File: src/rtl/decode_ctrl_pipe_if.sv
// decode_ctrl_pipe_if
//   Bundles the IF/ID -> ID/EX control signals of the decode stage.
//   master : upstream pipeline / bench (drives instruction, valid, flush)
//   slave  : decode_ctrl_pipe (drives imm select, stalls, ID/EX bundle)
//   Signals:
//     id_instr, id_valid, flush_e          -> into decode
//     id_imm_sel, stall_f, stall_d, flush_d <- combinational from decode
//     ex_valid .. ex_illegal, ex_rd         <- registered ID/EX contents
interface decode_ctrl_pipe_if #(
  parameter int unsigned REG_AW = 5
);
  logic [31:0]       id_instr;
  logic              id_valid;
  logic              flush_e;
  logic [2:0]        id_imm_sel;
  logic              stall_f;
  logic              stall_d;
  logic              flush_d;
  logic              ex_valid;
  logic              ex_reg_write;
  logic              ex_mem_read;
  logic              ex_mem_write;
  logic              ex_branch;
  logic              ex_jump;
  logic              ex_alu_src_b;
  logic [1:0]        ex_result_src;
  logic [REG_AW-1:0] ex_rd;
  logic              ex_illegal;

  modport master (
    output id_instr, id_valid, flush_e,
    input  id_imm_sel, stall_f, stall_d, flush_d,
    input  ex_valid, ex_reg_write, ex_mem_read, ex_mem_write, ex_branch,
    input  ex_jump, ex_alu_src_b, ex_result_src, ex_rd, ex_illegal
  );

  modport slave (
    input  id_instr, id_valid, flush_e,
    output id_imm_sel, stall_f, stall_d, flush_d,
    output ex_valid, ex_reg_write, ex_mem_read, ex_mem_write, ex_branch,
    output ex_jump, ex_alu_src_b, ex_result_src, ex_rd, ex_illegal
  );
endinterface

File: src/rtl/decode_ctrl_pipe.sv
// decode_ctrl_pipe
//   ID-stage controller: decodes the IF/ID opcode, drives the immediate
//   select to the sign-extender, registers the control bundle into ID/EX
//   and detects load-use hazards (stall IF/ID + PC, insert bubble).
//   Ports:
//     clk   : rising-edge clock
//     rst_n : asynchronous active-low reset (clears ID/EX)
//     bus   : decode_ctrl_pipe_if.slave (instruction in, stalls/flush and
//             ID/EX control bundle out)
module decode_ctrl_pipe #(
  parameter int unsigned REG_AW    = 5,
  parameter bit          HAZARD_EN = 1'b1,
  parameter logic [2:0]  NOP_SEL   = 3'b111
) (
  input logic               clk,
  input logic               rst_n,
  decode_ctrl_pipe_if.slave bus
);

  localparam logic [6:0] OP_LOAD   = 7'b0000011;
  localparam logic [6:0] OP_IMM    = 7'b0010011;
  localparam logic [6:0] OP_JALR   = 7'b1100111;
  localparam logic [6:0] OP_STORE  = 7'b0100011;
  localparam logic [6:0] OP_BRANCH = 7'b1100011;
  localparam logic [6:0] OP_JAL    = 7'b1101111;
  localparam logic [6:0] OP_LUI    = 7'b0110111;
  localparam logic [6:0] OP_AUIPC  = 7'b0010111;
  localparam logic [6:0] OP_R      = 7'b0110011;

  typedef struct packed {
    logic       reg_write;
    logic       mem_read;
    logic       mem_write;
    logic       branch;
    logic       jump;
    logic       alu_src_b;
    logic [1:0] result_src;
    logic       illegal;
  } ctrl_t;

  ctrl_t             dec;
  logic [2:0]        imm_sel;
  logic              use_rs1;
  logic              use_rs2;
  logic [REG_AW-1:0] rs1;
  logic [REG_AW-1:0] rs2;
  logic [REG_AW-1:0] rd;

  ctrl_t             ex_ctrl_q, ex_ctrl_d;
  logic              ex_valid_q, ex_valid_d;
  logic [REG_AW-1:0] ex_rd_q, ex_rd_d;

  logic              load_use;
  logic              bubble;
  logic              unused_instr_bits;

  assign rs1 = bus.id_instr[15 +: REG_AW];
  assign rs2 = bus.id_instr[20 +: REG_AW];
  assign rd  = bus.id_instr[7  +: REG_AW];
  assign unused_instr_bits = ^{bus.id_instr[31:25], bus.id_instr[14:12]};

  always_comb begin
    dec     = '0;
    imm_sel = NOP_SEL;
    use_rs1 = 1'b0;
    use_rs2 = 1'b0;
    unique case (bus.id_instr[6:0])
      OP_LOAD: begin
        imm_sel = 3'b000; use_rs1 = 1'b1;
        dec.reg_write = 1'b1; dec.mem_read = 1'b1; dec.alu_src_b = 1'b1;
        dec.result_src = 2'b01;
      end
      OP_IMM: begin
        imm_sel = 3'b000; use_rs1 = 1'b1;
        dec.reg_write = 1'b1; dec.alu_src_b = 1'b1;
      end
      OP_JALR: begin
        imm_sel = 3'b000; use_rs1 = 1'b1;
        dec.reg_write = 1'b1; dec.jump = 1'b1; dec.alu_src_b = 1'b1;
        dec.result_src = 2'b10;
      end
      OP_STORE: begin
        imm_sel = 3'b001; use_rs1 = 1'b1; use_rs2 = 1'b1;
        dec.mem_write = 1'b1; dec.alu_src_b = 1'b1;
      end
      OP_BRANCH: begin
        imm_sel = 3'b010; use_rs1 = 1'b1; use_rs2 = 1'b1;
        dec.branch = 1'b1;
      end
      OP_JAL: begin
        imm_sel = 3'b011;
        dec.reg_write = 1'b1; dec.jump = 1'b1; dec.result_src = 2'b10;
      end
      OP_LUI, OP_AUIPC: begin
        imm_sel = 3'b100;
        dec.reg_write = 1'b1; dec.alu_src_b = 1'b1;
      end
      OP_R: begin
        use_rs1 = 1'b1; use_rs2 = 1'b1;
        dec.reg_write = 1'b1;
      end
      default: dec.illegal = 1'b1;
    endcase
  end

  // Only a load already in EX can create a hazard; x0 is never a real producer.
  always_comb begin
    load_use = 1'b0;
    if (HAZARD_EN) begin
      load_use = ex_valid_q && ex_ctrl_q.mem_read && (ex_rd_q != '0) &&
                 bus.id_valid &&
                 ((use_rs1 && (rs1 == ex_rd_q)) || (use_rs2 && (rs2 == ex_rd_q)));
    end
  end

  // A flush kills the stalled instruction anyway, so it overrides the stall.
  assign bubble = load_use || bus.flush_e;

  always_comb begin
    ex_ctrl_d  = '0;
    ex_valid_d = 1'b0;
    ex_rd_d    = '0;
    if (!bubble) begin
      ex_valid_d = bus.id_valid;
      if (bus.id_valid) begin
        ex_ctrl_d = dec;
      end
      ex_rd_d = (dec.mem_write || dec.branch) ? '0 : rd;
    end
  end

  always_ff @(posedge clk or negedge rst_n) begin
    if (!rst_n) begin
      ex_ctrl_q  <= '0;
      ex_valid_q <= 1'b0;
      ex_rd_q    <= '0;
    end else begin
      ex_ctrl_q  <= ex_ctrl_d;
      ex_valid_q <= ex_valid_d;
      ex_rd_q    <= ex_rd_d;
    end
  end

  assign bus.id_imm_sel    = imm_sel;
  assign bus.stall_f       = load_use && !bus.flush_e;
  assign bus.stall_d       = load_use && !bus.flush_e;
  assign bus.flush_d       = bus.flush_e;
  assign bus.ex_valid      = ex_valid_q;
  assign bus.ex_reg_write  = ex_ctrl_q.reg_write;
  assign bus.ex_mem_read   = ex_ctrl_q.mem_read;
  assign bus.ex_mem_write  = ex_ctrl_q.mem_write;
  assign bus.ex_branch     = ex_ctrl_q.branch;
  assign bus.ex_jump       = ex_ctrl_q.jump;
  assign bus.ex_alu_src_b  = ex_ctrl_q.alu_src_b;
  assign bus.ex_result_src = ex_ctrl_q.result_src;
  assign bus.ex_rd         = ex_rd_q;
  assign bus.ex_illegal    = ex_ctrl_q.illegal;

endmodule

File: src/flat_wrapper.sv
// flat-port wrapper written by rule: the top's interface ports become plain ports
module decode_ctrl_pipe_flat 
#(
  parameter int unsigned REG_AW    = 5,
  parameter bit          HAZARD_EN = 1'b1,
  parameter logic [2:0]  NOP_SEL   = 3'b111
)
  (clk, rst_n, bus_id_instr, bus_id_valid, bus_flush_e, bus_id_imm_sel, bus_stall_f, bus_stall_d, bus_flush_d, bus_ex_valid, bus_ex_reg_write, bus_ex_mem_read, bus_ex_mem_write, bus_ex_branch, bus_ex_jump, bus_ex_alu_src_b, bus_ex_result_src, bus_ex_rd, bus_ex_illegal);
  decode_ctrl_pipe_if #(.REG_AW(REG_AW)) bus_i ();
  input logic clk;
  input logic rst_n;
  input wire logic [$bits(bus_i.id_instr)-1:0] bus_id_instr;
  input wire logic [$bits(bus_i.id_valid)-1:0] bus_id_valid;
  input wire logic [$bits(bus_i.flush_e)-1:0] bus_flush_e;
  output wire logic [$bits(bus_i.id_imm_sel)-1:0] bus_id_imm_sel;
  output wire logic [$bits(bus_i.stall_f)-1:0] bus_stall_f;
  output wire logic [$bits(bus_i.stall_d)-1:0] bus_stall_d;
  output wire logic [$bits(bus_i.flush_d)-1:0] bus_flush_d;
  output wire logic [$bits(bus_i.ex_valid)-1:0] bus_ex_valid;
  output wire logic [$bits(bus_i.ex_reg_write)-1:0] bus_ex_reg_write;
  output wire logic [$bits(bus_i.ex_mem_read)-1:0] bus_ex_mem_read;
  output wire logic [$bits(bus_i.ex_mem_write)-1:0] bus_ex_mem_write;
  output wire logic [$bits(bus_i.ex_branch)-1:0] bus_ex_branch;
  output wire logic [$bits(bus_i.ex_jump)-1:0] bus_ex_jump;
  output wire logic [$bits(bus_i.ex_alu_src_b)-1:0] bus_ex_alu_src_b;
  output wire logic [$bits(bus_i.ex_result_src)-1:0] bus_ex_result_src;
  output wire logic [$bits(bus_i.ex_rd)-1:0] bus_ex_rd;
  output wire logic [$bits(bus_i.ex_illegal)-1:0] bus_ex_illegal;
  assign bus_i.id_instr = bus_id_instr;
  assign bus_i.id_valid = bus_id_valid;
  assign bus_i.flush_e = bus_flush_e;
  assign bus_id_imm_sel = bus_i.id_imm_sel;
  assign bus_stall_f = bus_i.stall_f;
  assign bus_stall_d = bus_i.stall_d;
  assign bus_flush_d = bus_i.flush_d;
  assign bus_ex_valid = bus_i.ex_valid;
  assign bus_ex_reg_write = bus_i.ex_reg_write;
  assign bus_ex_mem_read = bus_i.ex_mem_read;
  assign bus_ex_mem_write = bus_i.ex_mem_write;
  assign bus_ex_branch = bus_i.ex_branch;
  assign bus_ex_jump = bus_i.ex_jump;
  assign bus_ex_alu_src_b = bus_i.ex_alu_src_b;
  assign bus_ex_result_src = bus_i.ex_result_src;
  assign bus_ex_rd = bus_i.ex_rd;
  assign bus_ex_illegal = bus_i.ex_illegal;
  decode_ctrl_pipe #(.REG_AW(REG_AW), .HAZARD_EN(HAZARD_EN), .NOP_SEL(NOP_SEL)) u_core (.clk(clk), .rst_n(rst_n), .bus(bus_i));
endmodule
File: config.mk
export PLATFORM = sky130hd
export DESIGN_NAME = decode_ctrl_pipe_flat
export DESIGN_NICKNAME = d
export VERILOG_FILES = /design/src/rtl/decode_ctrl_pipe_if.sv /design/src/rtl/decode_ctrl_pipe.sv /design/src/flat_wrapper.sv
export SDC_FILE = /design/constraint.sdc
export NUM_CORES = 1
export LEC_CHECK = 0
export CORE_MARGIN = 3
export CORE_UTILIZATION = 55
export CTS_CLUSTER_SIZE = 25
export DETAILED_ROUTE_END_ITERATION = 10
export DONT_BUFFER_PORTS = 1
export GPL_ROUTABILITY_DRIVEN = 1
export PLACE_DENSITY = 0.73
export SYNTH_ARGS = -nofsm -noshare
export SYNTH_HDL_FRONTEND = slang
export SYNTH_SLANG_ARGS = --single-unit
File: constraint.sdc
create_clock -name clk -period 3 [get_ports clk]
set_input_delay 0.9 -clock clk [delete_from_list [all_inputs] [get_ports clk]]
set_output_delay 0.9 -clock clk [all_outputs]
set_load 0.1 [all_outputs]
* After elaboration in Yosys (flattened, before gate mapping)
Cells that the tools add are included.
** Operators by class
- Add/sub/neg operators :: 0
- Multipliers :: 0
- Div/mod/pow operators :: 0
- $lt $le $gt $ge :: 0
- Equality and inequality tests :: 11
- Shift-type cells :: 0
- Mux-type cells :: 16
- Bitwise gates (word level) :: 0
- Reduce and logical (&&, ||, !) cells :: 20
** Operator list (count)
- 7-bit by 6-bit == test with 1-bit output (second input constant) :: 3
- 7-bit == test (second input constant) :: 3
- 9-bit 2-to-1 mux :: 2
- 3-bit one-hot mux with 5 select lines :: 1
- 7-bit by 5-bit == test with 1-bit output (second input constant) :: 2
- 6-bit OR reduction :: 2
- 5-bit == test :: 2
- 1-bit 2-to-1 mux :: 10
- 5-bit 2-to-1 mux :: 2
- 9-bit OR reduction :: 1
- 7-bit by 2-bit == test with 1-bit output (second input constant) :: 1
- 1-bit logical AND :: 7
- 7-bit OR reduction :: 1
- 3-bit OR reduction :: 2
- 5-bit nonzero test :: 1
- 2-bit one-hot mux with 2 select lines :: 1
- 2-bit OR reduction :: 2
- 1-bit logical OR :: 3
- 1-bit zero test :: 1
** Word-level totals
- Register bits :: 15
- Bits in latches :: 0
- RAM bits :: 0
- Bits in read-only memories :: 0
- Output and inout bits :: 21
- Word-level logic and storage cells :: 57
- Memories kept :: 0

* Logic depth before layout (Yosys ltp)
Gate-level depths: netlist of the first run.
- Depth after elaboration :: 8
- Mapped depth :: 7
- Gate-level depth less buffers :: 5

* Least setup slack after synthesis of the first run
OpenSTA, ideal clock, no wires.
- Path kind :: input to output
- From :: input bus_id_instr[6]
- To :: output bus_id_imm_sel[1]
- Data arrival time :: 3.574 ns
- Required time :: 2.100 ns
- Path slack :: -1.474 ns
- Cell stages on the path :: 4
- Buffers on the path :: 1
- Path through :: buf_2 > and2_1 > and2_1 > o21ai_0
** On the way
- Word-level cells in the longest chain between the ends :: 3
- Elaborated cells between the ends (all ways) :: 11
- Those cells by class :: eq/ne: 8; mux: 1; reduce/logical: 2
** RTL lines
- from (decl) :: RTL line flat_wrapper.sv:12 : input wire logic [$bits(bus_i.id_instr)-1:0] bus_id_instr;
- 7-bit by 5-bit == test with 1-bit output, or another cell as far along :: RTL line decode_ctrl_pipe.sv:67 : unique case (bus.id_instr[6:0])
- 3-bit OR reduction (no line) / 2-bit OR reduction (equally long branches)
- 3-bit one-hot mux with 5 select lines * :: RTL line decode_ctrl_pipe.sv:67
- to (decl) :: RTL line flat_wrapper.sv:15 : output wire logic [$bits(bus_i.id_imm_sel)-1:0] bus_id_imm_sel;
Every way passes the cells marked *; elsewhere a longest branch is shown, timed or not.

* Worst setup path in the final report of the first run
- From :: input bus_id_instr[22]
- To :: output bus_stall_d
** On the way
- Word-level cells in the longest chain between the ends :: 5
** RTL lines
- 5-bit == test :: RTL line decode_ctrl_pipe.sv:112 : ((use_rs1 && (rs1 == ex_rd_q)) || (use_rs2 && (rs2 == ex_rd_q)));
- 1-bit logical AND :: RTL line decode_ctrl_pipe.sv:112
- 1-bit logical OR :: RTL line decode_ctrl_pipe.sv:112
- 1-bit logical AND :: RTL line decode_ctrl_pipe.sv:111 : bus.id_valid &&
- 1-bit logical AND :: RTL line decode_ctrl_pipe.sv:146 : assign bus.stall_d = load_use && !bus.flush_e;
- to (decl) :: RTL line flat_wrapper.sv:17 : output wire logic [$bits(bus_i.stall_d)-1:0] bus_stall_d;
No other way between the ends.

==> impl_metrics.json, run 1 <==
{
  "status": "finished, violations left",
  "violations": "setup timing",
  "slew_viol_final": 0,
  "port_buffers": 0,
  "grt_max_degree": 16,
  "start_kind": "primary input",
  "layout.nets": 145,
  "synth_cell_type_count": 34,
  "start_util_pct": 62.8,
  "drive_gt1_share_pct": 38.9,
  "cts_made_buffers": 3,
  "mostFrequentLayoutCells": "buf_4 (17), dfrtp_1 (10), nor2_1 (9), nand2_1 (6), nor4b_1 (6)",
  "clkTransAtPathRegs_ps": 90,
  "ctsHoldBuffers": 0,
  "htree_num_levels": 1,
  "largest_reg_flops": 5,
  "reg2reg_from": "u_core.bus.ex_rd[2]",
  "wl_per_cell_um": 17.2,
  "clockRootBuffer": "clkbuf_4",
  "period_minus_slack_ps": 3020,
  "dpl-instance-area_mm2": 0.00102,
  "skew_ps": 5.03,
  "core_area_mm2": 0.00140,
  "max_cap_violations": 0,
  "antenna_found_initial": 0,
  "cts_tree": "built",
  "cp_slowest_cell": "a2111o_1",
  "dp_worst_setup_slack_ps": -87.6,
  "dieArea_mm2": 0.00211,
  "cts_sinks": 15,
  "final_area_mm2": 0.00112,
  "arrival_ps": 2120,
  "r2r_cells": 7,
  "grt_pass1_wl_um": 3250,
  "maxSlewHeadroom_pct": 41.8,
  "power_leakage_nw": 0.461,
  "rows": 13,
  "die_x_um": 46.0,
  "setup_viol": 2,
  "crit_chain": "xnor2_2, nand4_1, a2111o_1, a21boi_2, and3b_4, buf_12",
  "drtAntennaViolNets": 0,
  "synth_area_um2": 878,
  "regToRegSetupSlack_ps": 900,
  "gp_congestion": 0.863,
  "layout_setup_ws_ps": -24.7,
  "syn_avg_cell_area_um2": 9.55,
  "dr.first_iter.drc_count": 22,
  "fin_hold_ws_ps": 294,
  "drc": 0,
  "yosysWarnings": 0,
  "clkLatencyLatePin_ps": 290,
  "timing.final.crit_share_pct": 101,
  "cp.required_ps": 2100,
  "p_per_area_mw_per_mm2": 391,
  "area_growth_pct": 27.8,
  "top_usage_layer": "met2",
  "timing.rr.end": "u_core.bus.ex_result_src[0]",
  "die_height_um": 46.0,
  "layout_commonest_cell": "buf_4",
  "io_pins": 57,
  "synthCells": 92,
  "grtUsageMet2_pct": 36.8,
  "synthTopCellsByArea": "dfrtp_1 (43%), xnor2_1 (7.0%), nor4b_1 (6.0%), nor2_1 (3.8%), nor3_2 (3.4%)",
  "end_kind": "primary output",
  "drtPass1Iterations": 4,
  "syn-num-nets": 128,
  "worst_pin_slew_ps": 874,
  "via_per_inst": 6.21,
  "path_max_fanout": 2,
  "slowest_delay_ps": 380,
  "synth_top_cell_by_area": "dfrtp_1",
  "grt_pass1_vias": 721,
  "use_met3_pct": 4.74,
  "finalSetupTns_ps": -49.3,
  "antenna_cells": 0,
  "grt_use_total_pct": 21.9,
  "ctsLongestPathBuffers": 2,
  "yosysSeqAreaShare_pct": 42.7,
  "grt.met1_usage_pct": 26.8,
  "ys_ff_latch": 15,
  "max_freq_mhz": 331,
  "critPathKind": "in -> out",
  "startpoint": "bus_id_instr[22]",
  "yosys.area.top_type_share_pct": 42.7,
  "dp_hpwl_um": 1580,
  "num_vias": 764,
  "peakVddDrop_mv": 0.282,
  "rsz0062_at_grt": "true",
  "grt_overflow_total": 0,
  "routed_wl_um": 2110,
  "finalHoldViolations": 0,
  "min_path_type": "in -> async"
}
routing by layer:
| metal | part of all wire, % | vias up | wire (um) |
|---|---|---|---|
| met5 | 0 | - | 0 |
| met4 | 1.1 | 0 | 23 |
| met3 | 8.9 | 4 | 188 |
| met2 | 50 | 42 | 1050 |
| met1 | 40 | 363 | 848 |
| li1 | - | 355 | - |
stage by stage:
step / util, % / cells / total power [W]
global placement: 73.1 / 117 / 0.000316
global route: 80.2 / 123 / 0.000458
floorplan: - / 92 / 0.000310
finish: 80.2 / 123 / 0.000439
detailed placement: 73.1 / 117 / 0.000318
CTS: 79.7 / 123 / 0.000440
worst max-delay path: cells and delay by family:
family,cells,cell delay [ps]
AOI/OAI and AO/OA,2,540
buffers and inverters,1,240
xor gates and xnor gates,1,110
and+or+nand+nor,2,320
cell families (layout without fill, tap and decap cells):
kind of cell	Yosys count	after routing	synth area share, %
DFF	15	15	42.7
xor gates and xnor gates	10	10	9.97
AOI/OAI and AO/OA	12	12	9.26
buffers and inverters	7	23	4.98
and+or+nand+nor	48	48	33.0
cell usage after synthesis:
master / n
a2111o_1: 1
a211oi_1: 1
a21boi_1: 1
a21o_1: 1
a21oi_1: 3
a21oi_2: 1
and2_1: 3
and3_1: 1
and3b_1: 1
buf_2: 2
buf_4: 2
buf_6: 1
clkbuf_1: 1
dfrtp_1: 15
inv_1: 1
nand2_1: 6
nand2b_1: 1
nand3_1: 2
nand3b_1: 1
nand4_1: 1
nand4b_1: 1
nor2_1: 9
nor2_2: 1
nor2b_1: 2
nor3_1: 4
nor3_2: 3
nor3b_1: 2
nor4_1: 2
nor4b_1: 6
o21ai_0: 3
o32ai_1: 1
or2_1: 2
xnor2_1: 7
xor2_1: 3
what timing repair did:
| action | 4_1_cts | 5_1_grt |
|---|---|---|
| buffers inserted | 2 | 0 |
| hold endpoints to repair | 0 | 0 |
| pin swaps | 3 | 3 |
| setup endpoints to repair | 2 | 2 |
| gates resized for setup | 6 | 1 |
report_power, final:
| group | switching (W) | leakage (nW) | internal, W | total (W) |
|---|---|---|---|---|
| clock network | 0.0000652 | 0.0177 | 0.0000496 | 0.000115 |
| logic | 0.0000623 | 0.248 | 0.0000376 | 0.0000999 |
| registers | 0.0000163 | 0.195 | 0.000208 | 0.000224 |
| total | 0.000144 | 0.461 | 0.000295 | 0.000439 |
worst max path at each step:
stage                  end  slack, ps
3_5_place_dp   bus_stall_d        -90
4_1_cts        bus_stall_d        -60
6_report       bus_stall_d        -20
5_1_grt        bus_stall_d       -100
3_3_place_gp   bus_stall_f        -70
2_1_floorplan  bus_stall_f       -230
final cells by class:
type                    count  area (um2)
flip-flops and latches     15         382
clock inverters             1        5.00
fillers                    89         277
clock buffers               3        22.5
repair buffers             18         148
well taps                  15        18.8
multi-input cells          70         543
inverters                   1        3.75
(Power assumes the default switching activity.)
==> run 2: changes to the inputs <==
==> constraint.sdc (replaced) <==
create_clock -name clk -period 3.1 [get_ports clk]
set_input_delay 0.93 -clock clk [delete_from_list [all_inputs] [get_ports clk]]
set_output_delay 0.93 -clock clk [all_outputs]
set_load 0.1 [all_outputs]
==> impl_metrics.json, run 2 (synthesized netlist as in run 1, its figures left out) <==
{
  "grt_pass1_vias": 696,
  "dr.first_iter.drc_count": 28,
  "area_growth_pct": 23.9,
  "grt_max_degree": 16,
  "via_per_inst": 6.43,
  "routed_wl_um": 2090,
  "rows": 13,
  "grt_overflow_total": 0,
  "start_kind": "primary input",
  "clockRootBuffer": "clkbuf_4",
  "cts_sinks": 15,
  "layout_commonest_cell": "buf_4",
  "clkLatencyLatePin_ps": 280,
  "path_max_fanout": 2,
  "min_path_type": "in -> async",
  "max_freq_mhz": 322,
  "power_leakage_nw": 0.446,
  "multi_input_comb_area_um2": 532,
  "core_area_mm2": 0.00140,
  "gp_congestion": 0.856,
  "io_pins": 57,
  "mostFrequentLayoutCells": "buf_4 (14), dfrtp_1 (10), nor2_1 (9), nand2_1 (6), nor4b_1 (6)",
  "period_minus_slack_ps": 3100,
  "arrival_ps": 2170,
  "wl_per_cell_um": 17.5,
  "skew_ps": 1.85,
  "end_kind": "primary output",
  "post-route-util_pct": 77.8,
  "drtPass1Iterations": 4,
  "die_height_um": 46.0,
  "timing.final.crit_share_pct": 100,
  "layout.nets": 142,
  "maxSlewHeadroom_pct": 41.5,
  "largest_reg_flops": 5,
  "cts_made_buffers": 3,
  "antenna_found_initial": 0,
  "setup_viol": 2,
  "num_vias": 771,
  "drtAntennaViolNets": 0,
  "layout_setup_ws_ps": -0.962,
  "finalHoldViolations": 0,
  "antenna_cells": 0,
  "regArea_um2": 382,
  "grt_use_total_pct": 21.4,
  "dp_hpwl_um": 1570,
  "critPathKind": "in -> out",
  "rsz0062_at_grt": "true",
  "violations": "setup timing",
  "finalSetupTns_ps": -1.90,
  "max_cap_violations": 0,
  "drc": 0,
  "cts_tree": "built",
  "status": "finished, violations left",
  "p_per_area_mw_per_mm2": 390,
  "start_util_pct": 62.8,
  "clkTransAtPathRegs_ps": 90,
  "cp.required_ps": 2170,
  "slew_viol_final": 0,
  "die_x_um": 46.0,
  "ctsLongestPathBuffers": 2,
  "port_buffers": 0,
  "peakVddDrop_mv": 0.275,
  "drive_gt1_share_pct": 37.1,
  "worst_pin_slew_ps": 878,
  "dieArea_mm2": 0.00211,
  "htree_num_levels": 1,
  "grt_pass1_wl_um": 3200,
  "fillCellCount": 100
}
==> run 2: cell count changes in the layout (fill, tap and decap cells not counted) <==
| cell | before | now |
|---|---|---|
| xnor2_4 | 2 | 1 |
| buf_4 | 17 | 14 |
| xnor2_2 | 3 | 4 |
==> run 2: area by class of cell <==
| cell class | instances | share of cell area [%] |
|---|---|---|
| clock buffer | 3 | 2.07 |
| tap | 15 | 1.72 |
| timing repair buffer | 15 | 11.5 |
| multi-input combinational | 70 | 48.9 |
| clock inverter | 1 | 0.460 |
| sequential | 15 | 35.1 |
| inverter | 1 | 0.345 |
==> run 2: path summary, 6_finish.rpt <==
kind                       slack [ps]                       to  cells after the start                   start
max                                -1              bus_stall_d                      6        bus_id_instr[22]
max reg2reg                      1070  u_core.bus.ex_mem_write                      6     u_core.bus.ex_rd[2]
min reg2reg                       900      u_core.bus.ex_valid                      5  u_core.bus.ex_mem_read
max in group asynchronous        2700      u_core.bus.ex_rd[2]                      0                   rst_n
min in group clk                  700      u_core.bus.ex_rd[0]                      1             bus_flush_e
min                               330      u_core.bus.ex_valid                      0                   rst_n
==> run 2: worst max-delay path, stage by stage <==
cell      delay, ps
xnor2_2         120
nand4_1         110
a2111o_1        380
a21boi_2        160
and3b_4         220
buf_12          250
==> run 2: power breakdown <==
part | leakage, nW | internal, W | switching, W
logic | 0.233 | 0.0000338 | 0.0000600
clock network | 0.0177 | 0.0000479 | 0.0000655
registers | 0.195 | 0.000201 | 0.0000156
==> run 2: stage by stage <==
step,area (um2),power (W),hold slack (ps),setup WS (ps),std cells
floorplan,926,0.000300,634,-188,92
global placement,1010,0.000305,635,-26.7,115
detailed placement,1010,0.000306,635,-43.3,115
CTS,1080,0.000422,320,-7.73,120
global route,1090,0.000440,299,-55.9,120
finish,1090,0.000424,326,-0.962,120
==> run 2: what timing repair did <==
action                     CTS  global route
hold buffers                 0             0
gates resized for setup      5             1
pin swaps                    3             3
setup endpoints to repair    2             2
buffers inserted             1             0
==> run 2: layer usage <==
layer	vias up	routed length [um]	GRT usage, %
met5	-	0	0
met2	44	993	33.2
met1	374	867	28.2
met3	4	211	5.53
met4	0	21	8.52
li1	349	-	-
==> run 3: changes to the inputs <==
--- a/config.mk
+++ b/config.mk
@@ -5,13 +5,14 @@
 export SDC_FILE = /design/constraint.sdc
 export NUM_CORES = 1
 export LEC_CHECK = 0
-export CORE_MARGIN = 3
 export CORE_UTILIZATION = 55
 export CTS_CLUSTER_SIZE = 25
 export DETAILED_ROUTE_END_ITERATION = 10
 export DONT_BUFFER_PORTS = 1
 export GPL_ROUTABILITY_DRIVEN = 1
+export GPL_TIMING_DRIVEN = 1
 export PLACE_DENSITY = 0.73
+export SLEW_MARGIN = 25
 export SYNTH_ARGS = -nofsm -noshare
 export SYNTH_HDL_FRONTEND = slang
 export SYNTH_SLANG_ARGS = --single-unit
==> impl_metrics.json, run 3 (synthesized netlist as in run 1, its figures left out) <==
{
  "status": "finished clean",
  "timing.final.crit_share_pct": 99.9,
  "die_x_um": 42.0,
  "maxSlewHeadroom_pct": 41.3,
  "rows": 14,
  "wl_per_cell_um": 17.2,
  "routed_wl_um": 2110,
  "layout.nets": 144,
  "io_pins": 57,
  "max_freq_mhz": 323,
  "dr.first_iter.drc_count": 14,
  "dp_hpwl_um": 1590,
  "period_minus_slack_ps": 3100,
  "fin_cells": 123,
  "cts_tree": "built",
  "arrival_ps": 2170,
  "layout_commonest_cell": "buf_4",
  "antenna_found_initial": 0,
  "gp_congestion": 0.782,
  "slew_viol_final": 0,
  "peakVddDrop_mv": 0.325,
  "finalHoldViolations": 0,
  "grt_pass1_vias": 731,
  "fillCellCount": 110,
  "min_path_type": "in -> async",
  "dieArea_mm2": 0.00176,
  "drtAntennaViolNets": 0,
  "critPathKind": "in -> out",
  "finalSetupTns_ps": 0,
  "path_max_fanout": 2,
  "mostFrequentLayoutCells": "buf_4 (16), dfrtp_1 (10), nor2_1 (9), nand2_1 (6), nor4b_1 (6)",
  "num_vias": 755,
  "largest_reg_flops": 5,
  "grt_use_total_pct": 26.2,
  "ctsLongestPathBuffers": 2,
  "post-route-util_pct": 72.5,
  "clockRootBuffer": "clkbuf_4",
  "clkLatencyLatePin_ps": 290,
  "max_cap_violations": 0,
  "cts_sinks": 15,
  "fin_hold_ws_ps": 321,
  "p_per_area_mw_per_mm2": 383,
  "end_kind": "primary output",
  "port_buffers": 0,
  "antenna_cells": 0,
  "power_leakage_nw": 0.449,
  "grt_pass1_wl_um": 3340,
  "dpl.cell_count": 116,
  "area_growth_pct": 24.4,
  "grt_overflow_total": 0,
  "drtPass1Iterations": 4,
  "core_area_mm2": 0.00151,
  "die_height_um": 42.0,
  "drive_gt1_share_pct": 36.4,
  "worst_pin_slew_ps": 881,
  "htree_num_levels": 1,
  "clkTransAtPathRegs_ps": 100,
  "ctsHoldBuffers": 0,
  "drc": 0,
  "start_kind": "primary input",
  "grt_max_degree": 16,
  "setup_viol": 0,
  "via_per_inst": 6.14,
  "cp.required_ps": 2170,
  "skew_ps": 15.5,
  "cts_made_buffers": 3,
  "start_util_pct": 58.3
}
==> run 3: cell count changes in the layout (fill, tap and decap cells not counted) <==
| cell | previous run | this run |
|---|---|---|
| xnor2_2 | 4 | 3 |
| nand3_1 | 1 | 2 |
| nand3_2 | 1 | 0 |
| buf_4 | 14 | 16 |
| xnor2_1 | 2 | 3 |
==> run 3: critical path: stages <==
cell and delay (ps):
xnor2_4 100, nand3_1 110, a2111o_1 390, a21boi_2 160, and3b_4 220, buf_12 250
==> run 3: final cells by class <==
| cell class | count | area, um2 | share of cell area [%] |
|---|---|---|---|
| tap | 16 | 20.0 | 1.83 |
| clock buffer | 3 | 22.5 | 2.06 |
| clock inverter | 1 | 5.00 | 0.458 |
| sequential | 15 | 382 | 34.9 |
| multi-input combinational | 70 | 519 | 47.5 |
| timing repair buffer | 17 | 140 | 12.8 |
| inverter | 1 | 3.75 | 0.344 |
==> run 3: path summary, 6_finish.rpt <==
kind,startpoint,slack (ps),endpoint,depth (start not counted)
min in group clk,bus_flush_e,690,u_core.bus.ex_rd[0],1
min,rst_n,320,u_core.bus.ex_rd[2],0
min reg2reg,u_core.bus.ex_mem_read,870,u_core.bus.ex_valid,5
max,bus_id_instr[21],2,bus_stall_d,6
max reg2reg,u_core.bus.ex_rd[1],890,u_core.bus.ex_mem_read,7
max in group asynchronous,rst_n,2690,u_core.bus.ex_branch,0
==> run 3: metrics by stage <==
| stage | area, um2 | power (W) | worst slack, ps |
|---|---|---|---|
| detailed placement | 1010 | 0.000307 | -15.6 |
| global route | 1090 | 0.000435 | -26.5 |
| global placement | 1010 | 0.000305 | -20.3 |
| CTS | 1070 | 0.000418 | 8.98 |
| floorplan | 926 | 0.000300 | -188 |
| finish | 1090 | 0.000418 | 1.81 |
==> run 3: routing by layer <==
metal  up-vias  track usage (%)  routed length, um
li1        354                -                  -
met1       348             37.6                910
met2        46             38.1                979
met3         7             3.48                174
met4         0             14.8                 47
met5         -                0                  0
==> run 3: report_power, final <==
| group | switching (W) | internal [W] |
|---|---|---|
| registers | 0.0000164 | 0.000201 |
| logic | 0.0000580 | 0.0000326 |
| clock network | 0.0000622 | 0.0000479 |
==> run 3: what timing repair did <==
item                                    CTS  global route
pin swaps                                 3             2
endpoints found under the setup margin    2             2
endpoints found under the hold margin     0             0
gates cloned                              0             0
buffers inserted                          2             1
resized for setup                         3             1
